--- src/rtl/led3_pattern_sequencer.sv ---
// Button-selected LED pattern sequencer for four RGB LEDs.
// Modes are decoded from button presses; duties go through a shared 8-bit PWM.

module led3_lane (
  input  logic       clk,
  input  logic       rst,
  input  logic [7:0] pwm_cnt,
  input  logic [7:0] duty_r,
  input  logic [7:0] duty_g,
  input  logic [7:0] duty_b,
  output logic       led_r,
  output logic       led_g,
  output logic       led_b
);
  always_ff @(posedge clk) begin
    if (rst) begin
      led_r <= 1'b0;
      led_g <= 1'b0;
      led_b <= 1'b0;
    end else begin
      led_r <= duty_r > pwm_cnt;
      led_g <= duty_g > pwm_cnt;
      led_b <= duty_b > pwm_cnt;
    end
  end
endmodule

module led3_pattern_sequencer #(
  parameter int TICK_DIV    = 10000,
  parameter int BLINK_TICKS = 50,
  parameter int ROT_TICKS   = 25
) (
  input  logic       clk,
  input  logic       rst,
  input  logic [7:0] btn,
  output logic [3:0] led_signal_R,
  output logic [3:0] led_signal_G,
  output logic [3:0] led_signal_B,
  output logic [2:0] mode
);
  localparam int NUM_LANES = 4;
  localparam int MAXT      = (BLINK_TICKS > ROT_TICKS) ? BLINK_TICKS : ROT_TICKS;
  localparam int SW        = (MAXT > 1) ? $clog2(MAXT) : 1;
  localparam int TW        = (TICK_DIV > 1) ? $clog2(TICK_DIV) : 1;
  localparam logic [SW-1:0] BLINK_LAST = SW'(BLINK_TICKS - 1);
  localparam logic [SW-1:0] ROT_LAST   = SW'(ROT_TICKS - 1);
  localparam logic [TW-1:0] TICK_LAST  = TW'(TICK_DIV - 1);

  typedef enum logic [2:0] {
    M_OFF     = 3'd0,
    M_STATIC  = 3'd1,
    M_BLINK   = 3'd2,
    M_ROTATE  = 3'd3,
    M_BREATHE = 3'd4
  } mode_e;

  mode_e           state_q, state_d;
  logic [7:0]      btn_q, edge_v;
  logic            btn_hit;
  logic [2:0]      sel_idx;
  logic [TW-1:0]   tick_cnt;
  logic            tick;
  logic [7:0]      pwm_cnt;
  logic [SW-1:0]   step_cnt;
  logic            phase;
  logic [1:0]      rot_idx;
  logic [1:0]      rot_col;
  logic [7:0]      bre_duty;
  logic            dir_up;
  logic [NUM_LANES-1:0][7:0] duty_r, duty_g, duty_b;

  // Lowest newly-pressed button wins.
  always_comb begin
    edge_v  = btn & ~btn_q;
    btn_hit = |edge_v;
    sel_idx = 3'd0;
    for (int i = 7; i >= 0; i--)
      if (edge_v[i]) sel_idx = 3'(i);
  end

  always_ff @(posedge clk) begin
    if (rst) state_q <= M_OFF;
    else     state_q <= state_d;
  end

  always_comb begin
    state_d = state_q;
    if (btn_hit) begin
      case (sel_idx)
        3'd0:    state_d = M_STATIC;
        3'd1:    state_d = M_BLINK;
        3'd2:    state_d = M_ROTATE;
        3'd3:    state_d = M_BREATHE;
        default: state_d = M_OFF;
      endcase
    end
  end

  // btn_q follows btn even in reset, so a button held through reset is not a new press.
  always_ff @(posedge clk) btn_q <= btn;

  assign tick = (tick_cnt == TICK_LAST);

  always_ff @(posedge clk) begin
    if (rst)                pwm_cnt <= 8'd0;
    else                    pwm_cnt <= pwm_cnt + 8'd1;
    if (rst || btn_hit)     tick_cnt <= '0;
    else if (tick)          tick_cnt <= '0;
    else                    tick_cnt <= tick_cnt + TW'(1);
  end

  // Pattern state; an accepted press clears it and swallows a coincident tick.
  always_ff @(posedge clk) begin
    if (rst || btn_hit) begin
      step_cnt <= '0;
      phase    <= 1'b0;
      rot_idx  <= 2'd0;
      rot_col  <= 2'd0;
      bre_duty <= 8'd0;
      dir_up   <= 1'b1;
    end else if (tick) begin
      case (state_q)
        M_BLINK: begin
          if (step_cnt == BLINK_LAST) begin
            step_cnt <= '0;
            phase    <= ~phase;
          end else step_cnt <= step_cnt + SW'(1);
        end
        M_ROTATE: begin
          if (step_cnt == ROT_LAST) begin
            step_cnt <= '0;
            rot_idx  <= rot_idx + 2'd1;
            if (rot_idx == 2'd3) rot_col <= (rot_col == 2'd2) ? 2'd0 : rot_col + 2'd1;
          end else step_cnt <= step_cnt + SW'(1);
        end
        M_BREATHE: begin
          if (dir_up) begin
            if (bre_duty == 8'd255) begin
              dir_up   <= 1'b0;
              bre_duty <= 8'd254;
            end else bre_duty <= bre_duty + 8'd1;
          end else begin
            if (bre_duty == 8'd0) begin
              dir_up   <= 1'b1;
              bre_duty <= 8'd1;
            end else bre_duty <= bre_duty - 8'd1;
          end
        end
        default: ;
      endcase
    end
  end

  always_comb begin
    duty_r = '0;
    duty_g = '0;
    duty_b = '0;
    case (state_q)
      M_STATIC: begin
        duty_r = {NUM_LANES{8'hFF}};
        duty_g = {NUM_LANES{8'hFF}};
        duty_b = {NUM_LANES{8'hFF}};
      end
      M_BLINK:   if (phase) duty_r = {NUM_LANES{8'hFF}};
      M_ROTATE: begin
        case (rot_col)
          2'd0:    duty_r[rot_idx] = 8'hFF;
          2'd1:    duty_g[rot_idx] = 8'hFF;
          default: duty_b[rot_idx] = 8'hFF;
        endcase
      end
      M_BREATHE: duty_b = {NUM_LANES{bre_duty}};
      default: ;
    endcase
  end

  for (genvar l = 0; l < NUM_LANES; l++) begin : g_lane
    led3_lane u_lane (
      .clk     (clk),
      .rst     (rst),
      .pwm_cnt (pwm_cnt),
      .duty_r  (duty_r[l]),
      .duty_g  (duty_g[l]),
      .duty_b  (duty_b[l]),
      .led_r   (led_signal_R[l]),
      .led_g   (led_signal_G[l]),
      .led_b   (led_signal_B[l])
    );
  end

  assign mode = state_q;
endmodule

--- config.mk ---
export PLATFORM = sky130hd
export DESIGN_NAME = led3_pattern_sequencer
export DESIGN_NICKNAME = d
export VERILOG_FILES = /design/src/rtl/led3_pattern_sequencer.sv
export SDC_FILE = /design/constraint.sdc
export NUM_CORES = 1
export LEC_CHECK = 0
export BUFFER_PORTS_ARGS = -buffer_cell sky130_fd_sc_hd__clkbuf_2
export CAP_MARGIN = 30
export CORE_AREA = 2 2 98 100
export DETAILED_ROUTE_END_ITERATION = 7
export DIE_AREA = 0 0 100 102
export PLACE_DENSITY = 0.78
export REMOVE_ABC_BUFFERS = 1
export SKIP_LAST_GASP = 1
export SYNTH_ARGS = -nofsm -noshare
export SYNTH_HDL_FRONTEND = slang
export SYNTH_HIERARCHICAL = 1
export SYNTH_SLANG_ARGS = --single-unit
--- constraint.sdc ---
create_clock -name clk -period 6.3 [get_ports clk]
set_input_delay 0.945 -clock clk [delete_from_list [all_inputs] [get_ports clk]]
set_output_delay 0.945 -clock clk [all_outputs]
set_load 0.005 [all_outputs]
==> After elaboration in Yosys (flattened, before gate mapping) <==
Cells that the tools add are included.
{ "totals": {"word_cells": 102, "in_bits": 10, "latch_bits": 0, "ff_bits": 65, "mem_bits_rw": 0, "rom_bits": 0, "memories": 0} }
{ "classes": {"mul": 0, "n_lt_le_gt_ge": 14, "n_eq_ne": 14, "n_mux": 28, "bitwise": 3, "addsub": 7, "div_mod_pow": 0, "shifts": 0, "reduce_logical": 14} }
{ "op_table": {"columns": ["cell", "count"], "rows": [
  ["32-bit one-hot mux with 3 select lines", 2],
  ["32-bit two-way mux", 4],
  ["8-bit > comparator", 12],
  ["32-bit one-hot mux with 2 select lines", 1],
  ["8-bit two-way mux", 4],
  ["3-bit two-way mux", 8],
  ["8-bit by 1-bit adder with 8-bit output, second input constant", 2],
  ["8-bit demux with 2-bit select", 1],
  ["14-bit by 1-bit adder with 14-bit output, second input constant", 1],
  ["14-bit == test, second input constant", 1],
  ["3-bit by 2-bit == test with 1-bit output, second input constant", 4],
  ["6-bit two-way mux", 2],
  ["3-bit one-hot mux with 4 select lines", 1],
  ["6-bit one-hot mux with 2 select lines", 1],
  ["8-bit bitwise AND", 1],
  ["8-bit == test, second input constant", 1],
  ["8-bit logical NOT", 1],
  ["8-bit inverter", 1],
  ["8-bit OR reduction", 1],
  ["8-bit by 1-bit subtractor with 8-bit output, second input constant", 1],
  ["6-bit by 1-bit adder with 6-bit output, second input constant", 1],
  ["3-bit by 1-bit == test with 1-bit output, second input constant", 2],
  ["6-bit by 5-bit == test with 1-bit output, second input constant", 1],
  ["6-bit == test, second input constant", 1],
  ["18 further kinds", 25]
]} }

==> Depth between registers and ports, before layout <==
{ "logic_depth": {"ltp_word": 12, "ltp_mapped": 11, "mapped_depth_nobuf": 11} }

==> Hierarchy <==
Netlist, hierarchy kept.
{ "modules_own_cells": {"columns": ["mod", "seq_area_each_um2", "cells_per_inst", "area_per_inst_um2", "n_inst"], "rows": [
  ["led3_pattern_sequencer", 1061.0, 362, 2847.7, 1],
  ["led3_lane", 60.1, 76, 645.6, 4]
]} }

==> Worst setup path before layout <==
OpenSTA, ideal clock, no wires.
{ "synth_path": {"path_type": "input -> register", "start": "in btn[0]", "end": "reg tick_cnt[10]", "path_buffers": 1, "arrival_ps": 2218, "slack_ps": 4018, "stages": 6, "t_required_ps": 6236, "cell_sequence": "nor2b_1 nor4b_2 o2111ai_1 or2_1 buf_2 nor2_1"} }
{ "synth_via": {"elab_chain_cells": 4} }
{ "synth_lines": {"columns": ["element", "line", "rtl"], "rows": [
  ["start, declared", "35", "input logic [7:0] btn,"],
  ["8-bit bitwise AND", "74", "edge_v = btn & ~btn_q;"],
  ["8-bit OR reduction", "75", "btn_hit = |edge_v;"],
  ["1-bit logical OR", "107", "if (rst || btn_hit) tick_cnt <= '0;"],
  ["2-bit OR reduction (no source line)", null, null],
  ["end signal, assigned", "109", "else tick_cnt <= tick_cnt + TW'(1);"],
  ["end, declared", "61", "logic [TW-1:0] tick_cnt;"]
]} }
No other way between the ends.
A chain may end at the register's enable or synchronous reset.

==> Worst setup path in the final report <==
{ "layout_path": {"start": "in rst", "end": "reg tick_cnt[13]"} }
{ "layout_via": {"elab_chain_cells": 2} }
{ "layout_lines": {"columns": ["element", "line", "rtl"], "rows": [
  ["start, declared", "34", "input logic rst,"],
  ["1-bit logical OR", "107", null],
  ["2-bit OR reduction (no source line)", null, null]
]} }
No other way between the ends.

==> run_results.csv <==
group,metric,value,unit
logic_synthesis,netlist_top_cells_count,"ha_1, nand2_1, a21oi_1",
power_and_ir_drop,power.density,188.0,nW/um^2
run,cap_violations,0,
setup_path,arrival,2.80,ns
clock_tree,cts_inserted_buffers,9,
final_layout,fillCellCount,797,
worst_hold_path,hold_end,"tick_cnt[0]$_SDFF_PP0_",
logic_synthesis,async_reset_ff_share,0,%
timing,hold_viol,0,
place,place_hpwl,9.248,mm
power_and_ir_drop,p_int,0.0007517,W
clock_tree,post_cts_buffers,0,
worst_hold_path,hold_depth,1,
logic_synthesis,synth_area,5430,sq um
floorplanning,core-area,9109,sq um
status,status,"completed",
power_and_ir_drop,seqPwrFrac,40.5,%
logic_synthesis,avgSynthCellArea,8.153,sq um
timing,worst_pin_slew,0.8371,ns
place,place.gp.congestion,0.9143,
timing,finalCriticalPeriod,2.509,ns
clock_tree,clkTransAtPathRegs,0.08,ns
final_layout,area_delta_synth_final,7.419,%
timing,setup_viol,0,
clock_tree,clock-sinks,65,
worst_hold_path,hold_class,"register to register",
place,place_area,5640,sq um
power_and_ir_drop,p_switching,0.0003451,W
clock_tree,clockBufferDepth,2,
drt,num_vias,4867,
setup_path,r2r_setup_slack,3.86,ns
grt,antenna_found_initial,0,
power_and_ir_drop,peakVddDrop,0.1249,mV
floorplanning,dieWidth,100,um
drt,dr.pass1.iters,5,
clock_tree,cts_tree,"done",
logic_synthesis,synthTopCellsByArea,"ha_1, dfxtp_1, a21oi_1",
logic_synthesis,synth_edf_count,0,
logic_synthesis,yosys.area.top_type,"ha_1",
clock_tree,cts_root_buffer,"clkbuf_8",
clock_tree,htree_num_levels,3,
drt,wl_per_cell,15.57,um
power_and_ir_drop,power_frac_comb,26.5,%
worst_hold_path,min_from,"tick_cnt[0]$_SDFF_PP0_",
power_and_ir_drop,leakagePower,2.624,nW
clock_tree,ctsResizeCount,0,
floorplanning,io_pins,25,
setup_path,rr_startpoint,"mode[1]$_SDFFE_PP0P_",
floorplanning,rows,35,
timing,fin_crit_sh,39.83,%
grt,grt_max_degree,27,
floorplanning,die_area,10200,sq um
setup_path,critPathKind,"input port to register",
power_and_ir_drop,power.share.switching,31.46,%
logic_synthesis,yosysWarnings,6,
grt,grt_usage,26.25,%
final_layout,finalNetCount,807,
setup_path,cp.required,6.59,ns
timing,slew_viol_final,0,
place,port_buffers,24,
drt,vias_per_cell,6.053,
logic_synthesis,synth.top_cell.area_share,24.88,%
final_layout,stdcell_area,5833,sq um
drt,drc_errors,0,
floorplanning,initial_core_util,59.62,%
floorplanning,die_h,102,um
timing,fmax,0.3985,GHz
drt,wl,12.52,mm
drt,drtAntennaViolNets,0,
logic_synthesis,ys_seq_elements,65,
grt,grt_overflow,0,
timing,maxSlewHeadroom,44.12,%
logic_synthesis,syn_inst,666,
timing,rsz0062_at_grt,"false",
clock_tree,clk_latency,0.36,ns
logic_synthesis,ys.flop_type,"dfxtp_1",
final_layout,drive_gt1_share,9.957,%
clock_tree,hold_buffers,0,
setup_path,start_kind,"input port",
drt,dr.first_iter.drc_count,212,
setup_path,path_max_fanout,26,
grt,grt_first_pass_wirelength,21.77,mm
timing,clock_skew,0.01529,ns
setup_path,cp-end-kind,"register",
setup_path,ff2ff_path_depth,8,
final_layout,n_antenna_cell,0,
grt,grt_pass1_vias,4857,
logic_synthesis,yosysMostFrequentCell,"ha_1",
power_and_ir_drop,clockPowerShare,33.0,%
timing,tns,0,ns
logic_synthesis,ys_types,48,
setup_path,r2r_end,"g_lane[1].u_lane/led_r$_SDFF_PP0_",
logic_synthesis,ys_seq_area_share,23.96,%
==> cell families after synthesis <==
family,after synthesis,synth area share [%]
xor gates and xnor gates,21,3.387
AOI/OAI and AO/OA,143,17.03
muxes,4,0.7374
and+or+nand+nor,255,24.91
adders and majority gates,108,24.88
buffers and inverters,70,5.092
DFF,65,23.96
==> worst max-delay path: stages <==
cell	delay, ns
clkbuf_2	0.36
nor4b_2	0.47
o2111ai_2	0.17
buf_4	0.25
or2_1	0.42
nor2_1	0.17
==> state kept, by name, summed over array words and instances, names as in the netlist <==
name,cells
rot_idx,2
g_lane.u_lane/led_g,4
phase,1
bre_duty,8
g_lane.u_lane/led_b,4
mode,3
dir_up,1
step_cnt,6
rot_col,2
tick_cnt,14
pwm_cnt,8
g_lane.u_lane/led_r,4
btn_q,8
==> layer usage <==
layer  wire, um  track usage, %
met1       5530           32.70
met2       6000           45.74
met3        675           3.967
met4        316           10.64
met5          0               0
==> how the worst max path moves through the flow <==
stage / depth (start not counted) / from / slack, ns / endpoint
after global placement: 6 / rst / 3.50 / tick_cnt[12]$_SDFF_PP0_
final: 6 / rst / 3.79 / tick_cnt[13]$_SDFF_PP0_
after detailed placement: 6 / rst / 3.42 / tick_cnt[13]$_SDFF_PP0_
after CTS: 6 / rst / 3.80 / tick_cnt[13]$_SDFF_PP0_
after global routing: 6 / rst / 3.65 / tick_cnt[13]$_SDFF_PP0_
after floorplan: 5 / btn[0] / 3.55 / tick_cnt[10]$_SDFF_PP0_
==> power by group through the flow <==
stage | combinational (W) | sequential [W] | clock [W]
after floorplan | 0.000217 | 0.000452 | 0
after global placement | 0.000269 | 0.000453 | 0
after detailed placement | 0.000288 | 0.000454 | 0
after CTS | 0.000290 | 0.000444 | 0.000367
after global routing | 0.000332 | 0.000446 | 0.000382
final | 0.000291 | 0.000444 | 0.000362
==> through the flow <==
step	utilization (%)	worst slack [ns]	hold WS, ns	total power, W	std cells
floorplan	-	3.554	0.4132	0.0006689	653
global placement	61.92	3.499	0.4283	0.0007218	789
detailed placement	61.92	3.420	0.4422	0.0007413	789
CTS	64.04	3.801	0.4523	0.001101	804
global route	64.04	3.648	0.4656	0.001160	804
finish	64.04	3.791	0.4442	0.001097	804
==> placed cells by master, fill, tap and decap left out, drive strengths merged, types with 2 or more instances in the layout <==
cell type / n
a211oi: 4
a21o: 9
a21oi: 69
a221oi: 2
a311oi: 3
a31oi: 6
and2: 6
and3: 7
and4: 4
clkbuf: 33
clkinvlp: 4
dfxtp: 65
ha: 108
inv: 58
mux2i: 4
nand2: 75
nand2b: 5
nand3: 23
nand4: 29
nand4b: 2
nor2: 67
nor2b: 20
nor3: 7
nor4: 2
nor4b: 3
o211ai: 14
o21a: 13
o21ai: 16
o22ai: 2
xnor2: 13
xor2: 8
==> area by class of cell <==
class,count,area [sq um],share of cell area (%)
clock buffers,9,123.9,2.124
clock inverters,6,68.82,1.180
inverters,57,214.0,3.668
multi-input cells,531,3859,66.15
flip-flops and latches,65,1301,22.31
well taps,111,138.9,2.381
repair buffers,25,127.6,2.188
(Power assumes the default switching activity.)
